<file path="config.mk">
export PLATFORM = sky130hd
export DESIGN_NAME = mem_port_arbiter
export DESIGN_NICKNAME = d
export VERILOG_FILES = /design/src/rtl/mem_arb_pkg.sv /design/src/rtl/mem_arb_grant.sv /design/src/rtl/mem_port_arbiter.sv
export SDC_FILE = /design/constraint.sdc
export NUM_CORES = 1
export LEC_CHECK = 0
export ABC_AREA = 1
export CAP_MARGIN = 40
export CORE_MARGIN = 2
export CORE_UTILIZATION = 39
export CTS_CLUSTER_SIZE = 14
export DETAILED_ROUTE_END_ITERATION = 8
export PLACE_DENSITY = 0.77
export SLEW_MARGIN = 20
export SYNTH_ARGS = -nofsm -noshare
export SYNTH_HDL_FRONTEND = slang
export SYNTH_HIERARCHICAL = 1
export SYNTH_SLANG_ARGS = --single-unit
</file>
<file path="constraint.sdc">
create_clock -name clka -period 1.73 [get_ports clka]
set_clock_uncertainty 0.2 [all_clocks]
set_input_delay 0.346 -clock clka [delete_from_list [all_inputs] [get_ports clka]]
set_output_delay 0.346 -clock clka [all_outputs]
set_load 0.02 [all_outputs]
</file>
<file path="src/rtl/mem_arb_pkg.sv">
// mem_arb_pkg: shared types and constants for the memory port arbiter
//   state_t      : arbiter FSM states
//   OWN_IF/OWN_D : owner encoding of the in-flight access
//   DEF_ADDR_W/DEF_DATA_W : default memory geometry (1024x16)
package mem_arb_pkg;
    localparam int DEF_ADDR_W = 10;
    localparam int DEF_DATA_W = 16;
    localparam logic OWN_IF = 1'b0;
    localparam logic OWN_D  = 1'b1;
    typedef enum logic [1:0] {IDLE, ACCESS, WAIT, RESP} state_t;
endpackage

</file>
<file path="src/rtl/mem_arb_grant.sv">
// mem_arb_grant: data-priority request select with fetch anti-starvation counter
//   clka, rst_n   : clock, synchronous active-low reset
//   i_idle        : arbiter can accept a request this cycle
//   i_if_valid    : fetch request pending
//   i_d_valid     : data request pending
//   grant_if      : fetch granted (doubles as if_req_ready)
//   grant_d       : data granted (doubles as d_req_ready)
module mem_arb_grant #(
    parameter int STARVE_LIMIT = 4
) (
    input  logic clka,
    input  logic rst_n,
    input  logic i_idle,
    input  logic i_if_valid,
    input  logic i_d_valid,
    output logic grant_if,
    output logic grant_d
);
    localparam int CW = $clog2(STARVE_LIMIT + 1);
    logic [CW-1:0] r_cnt;
    logic          w_force;
    assign w_force  = (r_cnt == CW'(STARVE_LIMIT)) && i_if_valid;
    assign grant_d  = i_idle && i_d_valid && !w_force;
    assign grant_if = i_idle && i_if_valid && (w_force || !i_d_valid);
    // A grant is always a handshake because ready mirrors valid here
    always_ff @(posedge clka) begin
        if (!rst_n)
            r_cnt <= '0;
        else if (grant_if)
            r_cnt <= '0;
        else if (grant_d)
            r_cnt <= !i_if_valid ? '0 : (r_cnt == CW'(STARVE_LIMIT)) ? r_cnt : r_cnt + 1'b1;
    end
endmodule

</file>
<file path="src/rtl/mem_port_arbiter.sv">
// mem_port_arbiter: serializes fetch and load/store accesses onto one synchronous RAM port
//   clka, rst_n                : clock (shared with RAM), synchronous active-low reset
//   if_req_*/if_rsp_*          : fetch request / read-data response handshakes
//   d_req_*/d_rsp_*            : load/store request / response handshakes (store ack data = 0)
//   mem_we/mem_addr/mem_din    : RAM write enable, address, write data
//   mem_dout                   : RAM read data, valid READ_LATENCY cycles after address sample
//   busy                       : arbiter is not idle
module mem_port_arbiter
    import mem_arb_pkg::*;
#(
    parameter int ADDR_W       = DEF_ADDR_W,
    parameter int DATA_W       = DEF_DATA_W,
    parameter int READ_LATENCY = 1,
    parameter int STARVE_LIMIT = 4
) (
    input  logic              clka,
    input  logic              rst_n,
    input  logic              if_req_valid,
    output logic              if_req_ready,
    input  logic [ADDR_W-1:0] if_req_addr,
    output logic              if_rsp_valid,
    input  logic              if_rsp_ready,
    output logic [DATA_W-1:0] if_rsp_data,
    input  logic              d_req_valid,
    output logic              d_req_ready,
    input  logic              d_req_we,
    input  logic [ADDR_W-1:0] d_req_addr,
    input  logic [DATA_W-1:0] d_req_wdata,
    output logic              d_rsp_valid,
    input  logic              d_rsp_ready,
    output logic [DATA_W-1:0] d_rsp_data,
    output logic              mem_we,
    output logic [ADDR_W-1:0] mem_addr,
    output logic [DATA_W-1:0] mem_din,
    input  logic [DATA_W-1:0] mem_dout,
    output logic              busy
);
    state_t            r_state, w_next;
    logic              r_owner, r_we;
    logic [ADDR_W-1:0] r_addr;
    logic [DATA_W-1:0] r_wdata, r_if_data, r_d_data;
    logic [1:0]        r_wait;
    logic              w_grant_if, w_grant_d, w_accept, w_rsp_hs;

    mem_arb_grant #(.STARVE_LIMIT(STARVE_LIMIT)) u_grant (
        .clka      (clka),
        .rst_n     (rst_n),
        .i_idle    (r_state == IDLE),
        .i_if_valid(if_req_valid),
        .i_d_valid (d_req_valid),
        .grant_if  (w_grant_if),
        .grant_d   (w_grant_d)
    );

    assign if_req_ready = w_grant_if;
    assign d_req_ready  = w_grant_d;
    assign w_accept     = w_grant_if || w_grant_d;
    assign w_rsp_hs     = (r_owner == OWN_D) ? d_rsp_ready : if_rsp_ready;
    // Latched request is only reloaded on a handshake, so the RAM bus holds its last access
    assign mem_addr     = r_addr;
    assign mem_din      = r_wdata;
    assign if_rsp_data  = r_if_data;
    assign d_rsp_data   = r_d_data;

    always_ff @(posedge clka) begin
        if (!rst_n)
            r_state <= IDLE;
        else
            r_state <= w_next;
    end

    always_comb begin
        w_next = r_state;
        case (r_state)
            IDLE:    w_next = w_accept ? ACCESS : IDLE;
            ACCESS:  w_next = r_we ? RESP : WAIT;
            WAIT:    w_next = (r_wait == '0) ? RESP : WAIT;
            RESP:    w_next = w_rsp_hs ? IDLE : RESP;
            default: w_next = IDLE;
        endcase
    end

    // rst_n gating keeps a write from landing in the RAM on the reset cycle itself
    always_comb begin
        mem_we       = (r_state == ACCESS) && r_we && rst_n;
        if_rsp_valid = (r_state == RESP) && (r_owner == OWN_IF);
        d_rsp_valid  = (r_state == RESP) && (r_owner == OWN_D);
        busy         = r_state != IDLE;
    end

    always_ff @(posedge clka) begin
        if (!rst_n) begin
            r_owner   <= OWN_IF;
            r_we      <= 1'b0;
            r_addr    <= '0;
            r_wdata   <= '0;
            r_if_data <= '0;
            r_d_data  <= '0;
            r_wait    <= '0;
        end else begin
            if (w_accept) begin
                r_owner <= w_grant_d ? OWN_D : OWN_IF;
                r_we    <= w_grant_d && d_req_we;
                r_addr  <= w_grant_d ? d_req_addr : if_req_addr;
            end
            if (w_grant_d)
                r_wdata <= d_req_wdata;
            if (r_state == ACCESS)
                r_wait <= 2'(READ_LATENCY - 1);
            else if (r_state == WAIT)
                r_wait <= r_wait - 1'b1;
            if (r_state == ACCESS && r_we)
                r_d_data <= '0;
            if (r_state == WAIT && r_wait == '0) begin
                if (r_owner == OWN_D)
                    r_d_data <= mem_dout;
                else
                    r_if_data <= mem_dout;
            end
        end
    end
endmodule
</file>
==> qor.txt <==
Nets: 660
WL per Instance: 12.1 um
IO Port Bufs: 122
Adder-Cell Fraction of Synth Area: 0.0126
Run status: finished, violations left
Vias in the first global route: 3,073
Root Driver: clkbuf_8
Met2 Use GR: 0.340
Max-slew violations: 0
Clk slew on worst S/H paths: 70 ps
Violated checks: negative setup slack
Total GRT Usage: 0.205
Levels on crit path: 7
Drt initial violations: 94
CP Class: reg2out
Mux cell area share after synthesis: 0
Total power: 6510 uW
Final ANT Viol Nets: 0
Vias per inst: 4.64
Critical-path cell list: inv_2 -> ha_4 -> nand2_2 -> nand2_2 -> nand2_2 -> inv_4 -> buf_6
Post-route minimum period: 1800 ps
Final setup fails: 2
Syn. warnings: 6
Max clock buf depth: 2
CTS Sinks: 67
Row cnt: 31
TritonCTS Buffers: 9
CTS tree: done
Post-synthesis compound-gate area fraction: 0.0444
Global-route wire length before repair: 13,800 um
Die height: 91.5 um
Syn Nets: 510
Remaining Overflow, GRT: 0
# DRC: 0
GRT met3 Usage: 0.0921
Reg2reg setup slack: 80 ps
Post-detail-place hpwl: 6020 um
Critical Path End Type: output port
Gpl congestion: 0.836
GR peak layer: met2
Layout Cells excl Fill: 702
Largest family of logic cells by synthesized area: simple AND/OR/NAND/NOR gates
Register area share after synthesis: 0.449
Synth Cell Area: 2990 um2
Area delta synth->final: 60.5%
Rel. slew slack: 0.602
Period utilization: 1.04
Routed wire length: 8520 um
Layout cells sized above 1: 0.159
Critical path startpoint category: register
Power per cell area: 1360 nW/um2
Setup crit start: u_grant/r_cnt[0]$_SDFFE_PP0P_
Top Family by Delay on Critical Path: flip-flops
Die area: 8380 um2
Worst EP arrival: 1260 ps
Seq cells post-synth: 67
Worst setup margin: -73.1 ps
Drt pass-1 iters: 5
Synth Instances: 448
Crit path to: if_req_ready
Min-delay worst type: in2reg
Worst endpoint required time: 1180 ps
Critical Path Slowest Stage Cell: dfxtp_2
CP bufs+invs: 3
Worst path most repeated cell: nand2_2
Routing usage on met1: 0.234
Final hold vios: 0
Synth Area in Simple Gates: 0.389
Placed Instances: 675
Highest Clock Rate: 555 MHz
Core area: 7330 um2
Die width: 91.5 um
Post-Synth XOR/XNOR Area: 0
Pleak: 0.00251 uW
Worst R2R Path Depth: 12
Initial Utilization: 0.408
Clock Latency Late Sink: 330 ps
Fillers: 616
Syn_area_per_cell: 6.67 um2
Vias: 3,257
Initial antenna violation count: 0
Largest stage delay on the critical path: 330 ps
VDD IR max: 0.646 mV
Maxcap violations: 0
Io pins: 123
H-tree depth: 3
Largest net degree at the start of global routing: 63
Worst slew pin tran: 597 ps
Antenna diode count: 0
Reg2reg end: mem_addr[9]$_SDFFE_PN0P_
CP max FO: 3
RR Startpoint: u_grant/r_cnt[0]$_SDFFE_PP0P_
RSZ-0062 raised after global routing: true
Synth cell types: 23
-- power breakdown --
| group | switching (uW) | internal [uW] | total, uW |
|---|---|---|---|
| Clock | 588 | 640 | 1230 |
| Combinational | 1800 | 1360 | 3160 |
| Sequential | 194 | 1930 | 2120 |
| Total | 2590 | 3930 | 6510 |
-- cells by family (layout without fill, tap and decap cells) --
kind of cell,after synthesis,after routing
and+or+nand+nor,275,275
adders and majority gates,3,3
DFF,67,67
AOI/OAI and AO/OA,26,26
buffers and inverters,77,232
-- registers in the layout (all words and copies together) (netlist names) --
name and flops:
mem_din 16, u_grant/r_cnt 3, r_we 1, r_wait 2
r_owner 1, if_rsp_data 16, mem_addr 10, r_state 2
d_rsp_data 16
-- cell usage in the layout (no fill, tap or decap), types with 10 or more instances in the layout --
master	count
nor2_1	96
nand2_1	123
clkbuf_8	10
buf_6	10
o21ai_0	19
nand4_1	24
dlygate4sd2_1	59
inv_1	41
nand3_1	13
clkdlybuf4s50_1	55
dfxtp_1	63
buf_4	32
-- final cells by class --
class                   count  area (um2)  share of cell area
clock buffers              12         166              0.0347
clock inverters             4        22.5             0.00470
inverters                  53         216              0.0451
multi-input cells         304        1400               0.292
flip-flops and latches     67        1350               0.281
well taps                  99         124              0.0258
repair buffers            163        1520               0.316
-- stage by stage --
step	util	hold slack, ps	setup slack [ps]	setup TNS [ps]	cell area [um2]
final	0.654	244	-73.1	-114	4800
after global routing	0.654	240	-129	-453	4800
after CTS	0.645	236	-113	-146	4730
after detailed placement	0.612	271	-537	-12440	4480
after global placement	0.612	263	-546	-11130	4480
after floorplan	-	250	8.65	0	3020
-- tightest hold or removal path: cells and delay by family --
family	cells	cell delay, ps
AO/OA/AOI/OAI	1	40
buffers and inverters	3	340
-- worst min-delay path by stage --
| stage | from | cells past startpoint | end | slack (ps) |
|---|---|---|---|---|
| after floorplan | r_wait[0]$_SDFFE_PP0P_ | 2 | r_wait[0]$_SDFFE_PP0P_ | 250 |
| after global placement | r_wait[0]$_SDFFE_PP0P_ | 2 | r_wait[0]$_SDFFE_PP0P_ | 260 |
| after detailed placement | r_wait[0]$_SDFFE_PP0P_ | 2 | r_wait[0]$_SDFFE_PP0P_ | 270 |
| after CTS | rst_n | 4 | r_state[1]$_SDFF_PN0_ | 240 |
| after global routing | rst_n | 4 | r_state[1]$_SDFF_PN0_ | 240 |
| final | rst_n | 4 | r_we$_SDFFE_PN0P_ | 240 |
-- repair_timing --
action | in CTS | in global routing
pin swaps | 5 | 9
cloned | 1 | 0
hold endpoints to repair | 0 | 0
setup buffers | 8 | 3
endpoints found under the setup margin | 93 | 29
resized for setup | 111 | 19
hold buffers | 0 | 0
-- synth_stat cells, drive strengths merged --
| library cell | instances | area share |
|---|---|---|
| a211oi | 1 | 0.0025 |
| o21ai | 19 | 0.032 |
| nor2 | 101 | 0.13 |
| nand2 | 130 | 0.16 |
| clkinv | 1 | 0.0013 |
| dfxtp | 67 | 0.45 |
| buf | 18 | 0.031 |
| nand4 | 25 | 0.054 |
| nand3 | 16 | 0.032 |
| nor3 | 1 | 0.0017 |
| ha | 3 | 0.013 |
| inv | 52 | 0.065 |
| nor3b | 1 | 0.0025 |
| nand3b | 1 | 0.0025 |
| clkbuf | 6 | 0.0075 |
| a21oi | 6 | 0.010 |
-- per-layer routing --
metal,part of all wire,vias up,routed length (um)
met4,0.014,0,119
met5,0,-,0
met1,0.41,1440,3460
met3,0.11,9,895
met2,0.47,127,4050
li1,-,1681,-
Note: power is estimated with default switching activity, not from simulation.
